`src/rtl/reg_bank_pkg.sv`:
```
// rtl/reg_bank_pkg.sv - shared widths and FSM state type for reg_bank_master
//
// Purpose : common definitions imported by the register-bank master files.
// Contents: ADDR_W/DATA_W bus widths, CNT_W transaction counter width,
//           state_t FSM encoding.

package reg_bank_pkg;

  localparam int ADDR_W = 4;
  localparam int DATA_W = 16;
  localparam int CNT_W  = 8;

  typedef enum logic [2:0] {
    IDLE,
    WRITE,
    READ,
    WAIT,
    VERIFY,
    RESP
  } state_t;

endpackage

```
`src/rtl/reg_bank_master_if.sv`:
```
// rtl/reg_bank_master_if.sv - command/response/bank signal bundle for reg_bank_master
//
// Purpose : groups the command handshake, response handshake and register
//           bank strobes into one interface.
// Modports: master - the reg_bank_master view (drives cmd_ready, rsp_*, bank_*)
//           slave  - the command source / response sink / bank view
// Signals : cmd_valid, cmd_ready, cmd_wr, cmd_addr[3:0], cmd_data[15:0]
//           rsp_valid, rsp_ready, rsp_data[15:0], rsp_err
//           bank_write_en, bank_read_en, bank_addr[3:0],
//           bank_data_in[15:0], bank_data_out[15:0]

interface reg_bank_master_if;
  import reg_bank_pkg::*;

  logic              cmd_valid;
  logic              cmd_ready;
  logic              cmd_wr;
  logic [ADDR_W-1:0] cmd_addr;
  logic [DATA_W-1:0] cmd_data;

  logic              rsp_valid;
  logic              rsp_ready;
  logic [DATA_W-1:0] rsp_data;
  logic              rsp_err;

  logic              bank_write_en;
  logic              bank_read_en;
  logic [ADDR_W-1:0] bank_addr;
  logic [DATA_W-1:0] bank_data_in;
  logic [DATA_W-1:0] bank_data_out;

  modport master (
    input  cmd_valid, cmd_wr, cmd_addr, cmd_data, rsp_ready, bank_data_out,
    output cmd_ready, rsp_valid, rsp_data, rsp_err,
           bank_write_en, bank_read_en, bank_addr, bank_data_in
  );

  modport slave (
    output cmd_valid, cmd_wr, cmd_addr, cmd_data, rsp_ready, bank_data_out,
    input  cmd_ready, rsp_valid, rsp_data, rsp_err,
           bank_write_en, bank_read_en, bank_addr, bank_data_in
  );

endinterface

```
`src/rtl/reg_bank_master_rd_lat_timer.sv`:
```
// rtl/reg_bank_master_rd_lat_timer.sv - read-latency down-counter (module rd_lat_timer)
//
// Purpose : loaded with READ_LAT on the cycle a bank read strobe is issued;
//           done is high during the last of the READ_LAT following cycles,
//           which is the cycle bank_data_out is valid.
// Ports   : clk, rst (async active-high), load (in), done (out)

module rd_lat_timer #(
  parameter int READ_LAT = 1
) (
  input  logic clk,
  input  logic rst,
  input  logic load,
  output logic done
);

  logic [2:0] cnt;

  always_ff @(posedge clk or posedge rst) begin
    if (rst) begin
      cnt <= '0;
    end else if (load) begin
      cnt <= 3'(READ_LAT);
    end else if (cnt != 3'd0) begin
      cnt <= cnt - 3'd1;
    end
  end

  // Count value 1 marks the final wait cycle; it then parks at 0.
  assign done = (cnt == 3'd1);

endmodule

```
`src/rtl/reg_bank_master.sv`:
```
// rtl/reg_bank_master.sv - command-driven register bank master with optional write verify
//
// Purpose : accepts one read/write command at a time, strobes the register
//           bank, waits out the bank read latency and returns a response.
// Params  : READ_LAT (1..4) cycles from bank_read_en to valid bank_data_out
// Ports   : clk, rst (async active-high)
//           bus       - reg_bank_master_if.master (cmd, rsp and bank signals)
//           txn_count - completed response handshakes, wraps 255->0
// Config  : REG_BANK_MASTER_VERIFY_EN - when defined, every write is read
//           back from the bank and rsp_err flags a mismatch; otherwise
//           rsp_err is constant 0 and writes respond straight away.

module reg_bank_master
  import reg_bank_pkg::*;
#(
  parameter int READ_LAT = 1
) (
  input  logic             clk,
  input  logic             rst,
  reg_bank_master_if.master bus,
  output logic [CNT_W-1:0] txn_count
);

  state_t            state, next_state;
  logic [ADDR_W-1:0] cap_addr;
  logic [DATA_W-1:0] cap_data;
  logic [DATA_W-1:0] rsp_data_q;
  logic              tmr_load;
  logic              tmr_done;

`ifdef REG_BANK_MASTER_VERIFY_EN
  logic              cap_wr;
  logic              rsp_err_q;
`endif

  rd_lat_timer #(.READ_LAT(READ_LAT)) u_rd_lat_timer (
    .clk  (clk),
    .rst  (rst),
    .load (tmr_load),
    .done (tmr_done)
  );

  always_ff @(posedge clk or posedge rst) begin
    if (rst) begin
      state <= IDLE;
    end else begin
      state <= next_state;
    end
  end

  always_comb begin
    next_state        = state;
    bus.cmd_ready     = 1'b0;
    bus.rsp_valid     = 1'b0;
    bus.bank_write_en = 1'b0;
    bus.bank_read_en  = 1'b0;
    tmr_load          = 1'b0;
    case (state)
      IDLE: begin
        bus.cmd_ready = 1'b1;
        if (bus.cmd_valid) begin
          next_state = bus.cmd_wr ? WRITE : READ;
        end
      end
      WRITE: begin
        bus.bank_write_en = 1'b1;
`ifdef REG_BANK_MASTER_VERIFY_EN
        next_state = VERIFY;
`else
        next_state = RESP;
`endif
      end
      READ: begin
        bus.bank_read_en = 1'b1;
        tmr_load         = 1'b1;
        next_state       = WAIT;
      end
`ifdef REG_BANK_MASTER_VERIFY_EN
      // Readback of the address just written; shares WAIT with plain reads.
      VERIFY: begin
        bus.bank_read_en = 1'b1;
        tmr_load         = 1'b1;
        next_state       = WAIT;
      end
`endif
      WAIT: begin
        if (tmr_done) begin
          next_state = RESP;
        end
      end
      RESP: begin
        bus.rsp_valid = 1'b1;
        if (bus.rsp_ready) begin
          next_state = IDLE;
        end
      end
      default: next_state = IDLE;
    endcase
  end

  always_ff @(posedge clk or posedge rst) begin
    if (rst) begin
      cap_addr   <= '0;
      cap_data   <= '0;
      rsp_data_q <= '0;
      txn_count  <= '0;
`ifdef REG_BANK_MASTER_VERIFY_EN
      cap_wr     <= 1'b0;
      rsp_err_q  <= 1'b0;
`endif
    end else begin
      if (state == IDLE && bus.cmd_valid) begin
        cap_addr  <= bus.cmd_addr;
        cap_data  <= bus.cmd_data;
`ifdef REG_BANK_MASTER_VERIFY_EN
        cap_wr    <= bus.cmd_wr;
        rsp_err_q <= 1'b0;
`endif
      end
      // Writes echo their data; with verify this is later replaced by the readback.
      if (state == WRITE) begin
        rsp_data_q <= cap_data;
      end
      if (state == WAIT && tmr_done) begin
        rsp_data_q <= bus.bank_data_out;
`ifdef REG_BANK_MASTER_VERIFY_EN
        rsp_err_q  <= cap_wr && (bus.bank_data_out != cap_data);
`endif
      end
      if (state == RESP && bus.rsp_ready) begin
        txn_count <= txn_count + 8'd1;
      end
    end
  end

  // Bank address/data stay on the captured command until the next accept.
  assign bus.bank_addr    = cap_addr;
  assign bus.bank_data_in = cap_data;
  assign bus.rsp_data     = rsp_data_q;

`ifdef REG_BANK_MASTER_VERIFY_EN
  assign bus.rsp_err = rsp_err_q;
`else
  assign bus.rsp_err = 1'b0;
`endif

endmodule

```
`src/flat_wrapper.sv`:
```
// flat-port wrapper written by rule: the top's interface ports become plain ports
module reg_bank_master_flat import reg_bank_pkg::*;
#(
  parameter int READ_LAT = 1
)
  (clk, rst, txn_count, bus_cmd_valid, bus_cmd_wr, bus_cmd_addr, bus_cmd_data, bus_rsp_ready, bus_bank_data_out, bus_cmd_ready, bus_rsp_valid, bus_rsp_data, bus_rsp_err, bus_bank_write_en, bus_bank_read_en, bus_bank_addr, bus_bank_data_in);
  reg_bank_master_if bus_i ();
  input  logic clk;
  input  logic rst;
  output logic [CNT_W-1:0] txn_count;
  input wire logic [$bits(bus_i.cmd_valid)-1:0] bus_cmd_valid;
  input wire logic [$bits(bus_i.cmd_wr)-1:0] bus_cmd_wr;
  input wire logic [$bits(bus_i.cmd_addr)-1:0] bus_cmd_addr;
  input wire logic [$bits(bus_i.cmd_data)-1:0] bus_cmd_data;
  input wire logic [$bits(bus_i.rsp_ready)-1:0] bus_rsp_ready;
  input wire logic [$bits(bus_i.bank_data_out)-1:0] bus_bank_data_out;
  output wire logic [$bits(bus_i.cmd_ready)-1:0] bus_cmd_ready;
  output wire logic [$bits(bus_i.rsp_valid)-1:0] bus_rsp_valid;
  output wire logic [$bits(bus_i.rsp_data)-1:0] bus_rsp_data;
  output wire logic [$bits(bus_i.rsp_err)-1:0] bus_rsp_err;
  output wire logic [$bits(bus_i.bank_write_en)-1:0] bus_bank_write_en;
  output wire logic [$bits(bus_i.bank_read_en)-1:0] bus_bank_read_en;
  output wire logic [$bits(bus_i.bank_addr)-1:0] bus_bank_addr;
  output wire logic [$bits(bus_i.bank_data_in)-1:0] bus_bank_data_in;
  assign bus_i.cmd_valid = bus_cmd_valid;
  assign bus_i.cmd_wr = bus_cmd_wr;
  assign bus_i.cmd_addr = bus_cmd_addr;
  assign bus_i.cmd_data = bus_cmd_data;
  assign bus_i.rsp_ready = bus_rsp_ready;
  assign bus_i.bank_data_out = bus_bank_data_out;
  assign bus_cmd_ready = bus_i.cmd_ready;
  assign bus_rsp_valid = bus_i.rsp_valid;
  assign bus_rsp_data = bus_i.rsp_data;
  assign bus_rsp_err = bus_i.rsp_err;
  assign bus_bank_write_en = bus_i.bank_write_en;
  assign bus_bank_read_en = bus_i.bank_read_en;
  assign bus_bank_addr = bus_i.bank_addr;
  assign bus_bank_data_in = bus_i.bank_data_in;
  reg_bank_master #(.READ_LAT(READ_LAT)) u_core (.clk(clk), .rst(rst), .bus(bus_i), .txn_count(txn_count));
endmodule
```
`config.mk`:
```
export PLATFORM = sky130hd
export DESIGN_NAME = reg_bank_master_flat
export DESIGN_NICKNAME = d
export VERILOG_FILES = /design/src/rtl/reg_bank_pkg.sv /design/src/rtl/reg_bank_master_if.sv /design/src/rtl/reg_bank_master_rd_lat_timer.sv /design/src/rtl/reg_bank_master.sv /design/src/flat_wrapper.sv
export SDC_FILE = /design/constraint.sdc
export NUM_CORES = 1
export LEC_CHECK = 0
export BUFFER_PORTS_ARGS = -buffer_cell sky130_fd_sc_hd__buf_2
export CAP_MARGIN = 20
export CORE_MARGIN = 2
export CORE_UTILIZATION = 48
export DETAILED_ROUTE_END_ITERATION = 10
export PLACE_DENSITY_LB_ADDON = 0.1
export SLEW_MARGIN = 20
export SYNTH_ARGS = -nofsm -noshare
export SYNTH_HDL_FRONTEND = slang
export SYNTH_SLANG_ARGS = --single-unit
```
`constraint.sdc`:
```
create_clock -name clk -period 2.1 [get_ports clk]
set_input_delay 0.315 -clock clk [delete_from_list [all_inputs] [get_ports clk]]
set_output_delay 0.315 -clock clk [all_outputs]
set_load 0.05 [all_outputs]
```
==> results.txt <==
Critical path class: flop to output pin
Slew margin rel.: 60.62%
Cts bufs inserted: 5
Synth Area per Inst: 12.80 µm²
Critical Path AT: 1.60 ns
Area delta synth->final: 25.85%
Starting Density: 50.23%
PostCTS Resize Cnt: 0
Critical path cell sequence: buf_4, nor3_2, buf_2
RR Startpoint: u_core.u_rd_lat_timer.cnt[1]$_DFFE_PP0P_
Number of diodes: 0
Largest net degree at the start of global routing: 51
Crit-path max FO: 15
CP startpoint kind: flop
DP HPWL: 3.339 mm
CP Data Required Time: 1.78 ns
Initial DRC count: 131
Post-synthesis simple-gate area fraction: 12.56%
DRC: 0
Main combinational cell family by area after synthesis: simple AND/OR/NAND/NOR gates
Slew Limit Fails: 0
Final setup violation count: 0
NumNets Final: 305
Initial antenna violation count: 0
Critical Path End Type: output pin
Die area: 5145 µm²
FP Rows: 24
Setup TNS: 0 ns
Die H: 71.73 µm
Vias in the first global route: 1680
Max Clock Freq: 522.9 MHz
Tot GR Track Use: 19.40%
Routed len/inst: 15.20 µm
Vias: 1666
Vias per std cell: 5.340
Yosys cell types: 35
Outcome: finished, final reports clean
CP bufs+invs: 2
Mux share of post-synthesis cell area: 10.23%
Clock Sinks: 50
Max Cap Viol: 0
Worst path slowest cell: dfrtp_1
Synth Warn #: 0
Period minus WS final: 1.912 ns
Synthesized area: 2202 µm²
Synth Area in XOR/XNOR: 3.182%
CP max stage delay: 0.52 ns
Post-synthesis compound-gate area fraction: 9.886%
Tcrit/Tclk final: 91.06%
Pre-antenna DRT Iters: 4
Worst path top cell family by delay: buffers and inverters
Total core area: 4384 µm²
Cts hold-fix bufs: 0
Fin Clk Skew: 0.009031 ns
Setup Buffers After CTS: 0
Flops & latches, synth: 50
Worst skew pair latency: 0.31 ns
I/O pin cnt: 90
R2R setup slack: 0.26 ns
Longest Clk Path Bufs: 2
Register area share after synthesis: 56.82%
First-pass GRT wire length: 7.693 mm
Total grt overflow: 0
Gp weighted congestion: 0.7668
Final Hold Fails: 0
Reg clk slew, reported paths: 0.08 ns
Routed WL: 4.742 mm
Syn nets: 217
Die width: 71.73 µm
Min-Delay Path Class: input port to asynchronous set/reset pin
Critical R2R Capture: u_core.bus.rsp_data[1]$_DFFE_PP0P_
Unrepaired setup endpoints after global routing: false
Number of port buffers: 88
CTS tree: done
Post-Syn Instances: 172
Clock root buffer: clkbuf_8
Slew @ Worst Pin: 0.5907 ns
Synth Area in Adders: 2.273%
Share of layout cells above drive strength 1: 50.77%
ANT nets after route: 0
Worst R2R Path Depth: 5
CTS H-tree depth: 2
sequential cells by signal (all words and copies together) (netlist names):
name,cells
u_core.bus.bank_addr,4
u_core.bus.rsp_data,16
u_core.u_rd_lat_timer.cnt,3
u_core.bus.bank_data_in,16
u_core.state,3
u_core.txn_count,8
synthesized netlist by cell type, drive strengths merged:
library cell	number	share of area (%)
dfrtp	50	57
nor4	1	0.28
nor3b	1	0.34
nor3	4	1.1
nor2	4	0.68
nand3	1	0.23
and4b	1	0.51
inv	8	1.4
ha	4	2.3
xnor2	5	2.0
buf	8	3.0
nor2b	1	0.28
o21ai	4	0.91
and2	1	0.28
nand2b	2	0.91
a21oi	4	0.91
xor2	3	1.2
a221o	16	7.7
mux2	20	10
and3	16	4.5
and4bb	1	0.57
a211o	1	0.40
nand2	7	1.2
clkbuf	3	0.51
nand4	3	0.85
nand3b	1	0.34
nand4b	1	0.40
conb	1	0.17
stage by stage:
stage | instance area [µm²] | utilization [%] | instances | hold WS (ns) | worst slack, ns
CTS | 2771 | 63.21 | 312 | 0.04949 | 0.1812
floorplan | 2212 | - | 172 | 0.4228 | 0.07505
global route | 2771 | 63.21 | 312 | 0.06250 | 0.1118
detailed placement | 2695 | 61.47 | 305 | 0.3824 | 0.2603
global placement | 2695 | 61.47 | 305 | 0.3753 | 0.2883
finish | 2771 | 63.21 | 312 | 0.03110 | 0.1877
per-layer routing:
layer  GRT usage, %  vias to the layer above  share of wire (%)
li1               -                      796                  -
met1          24.31                      812                 43
met2          31.69                       51                 48
met3          5.767                        7                7.1
met4          7.547                        0                1.3
met5              0                        -                  0
worst max path at each step:
stage / from / endpoint / cells past startpoint / slack, ns
2_1_floorplan: u_core.state[1]$_DFFE_PP0P_ / u_core.bus.bank_addr[0]$_DFFE_PP0P_ / 5 / 0.08
3_3_place_gp: u_core.u_rd_lat_timer.cnt[1]$_DFFE_PP0P_ / u_core.bus.rsp_data[5]$_DFFE_PP0P_ / 5 / 0.29
3_5_place_dp: u_core.u_rd_lat_timer.cnt[1]$_DFFE_PP0P_ / u_core.bus.rsp_data[3]$_DFFE_PP0P_ / 5 / 0.26
4_1_cts: u_core.state[1]$_DFFE_PP0P_ / bus_bank_write_en / 3 / 0.18
6_report: u_core.state[1]$_DFFE_PP0P_ / bus_bank_write_en / 3 / 0.19
5_1_grt: u_core.state[1]$_DFFE_PP0P_ / bus_rsp_valid / 4 / 0.11
cells in the final DEF, fill, tap and decap left out, types with 3 or more instances in the layout:
cell,n
nor2_1,4
ha_1,4
clkbuf_8,5
inv_1,6
nand2_1,7
xnor2_1,5
a221o_1,9
a221o_2,7
o21ai_0,4
and3_1,16
xor2_1,3
mux2_2,20
nand4_1,3
a21oi_1,4
buf_2,88
dfrtp_1,50
cells by family after synthesis:
group                      Yosys count
and+or+nand+nor                     45
adders and majority gates            4
xor gates and xnor gates             8
DFF                                 50
other                                1
buffers and inverters               19
muxes                               20
AOI/OAI and AO/OA                   25
worst min-delay path: stages:
cell    delay (ns)
buf_2         0.10
inv_2         0.06
buf_12        0.24
cell type report:
class	count	area (µm²)
clock buffers	7	76.32
repair buffers	92	495.5
well taps	52	65.06
fillers	383	1613
flip-flops and latches	50	1251
inverters	8	30.03
multi-input cells	103	853.3
Power is left out: the tool's default activity adds up to more than one toggle a clock period on the data nets, which glitch-free logic cannot reach.
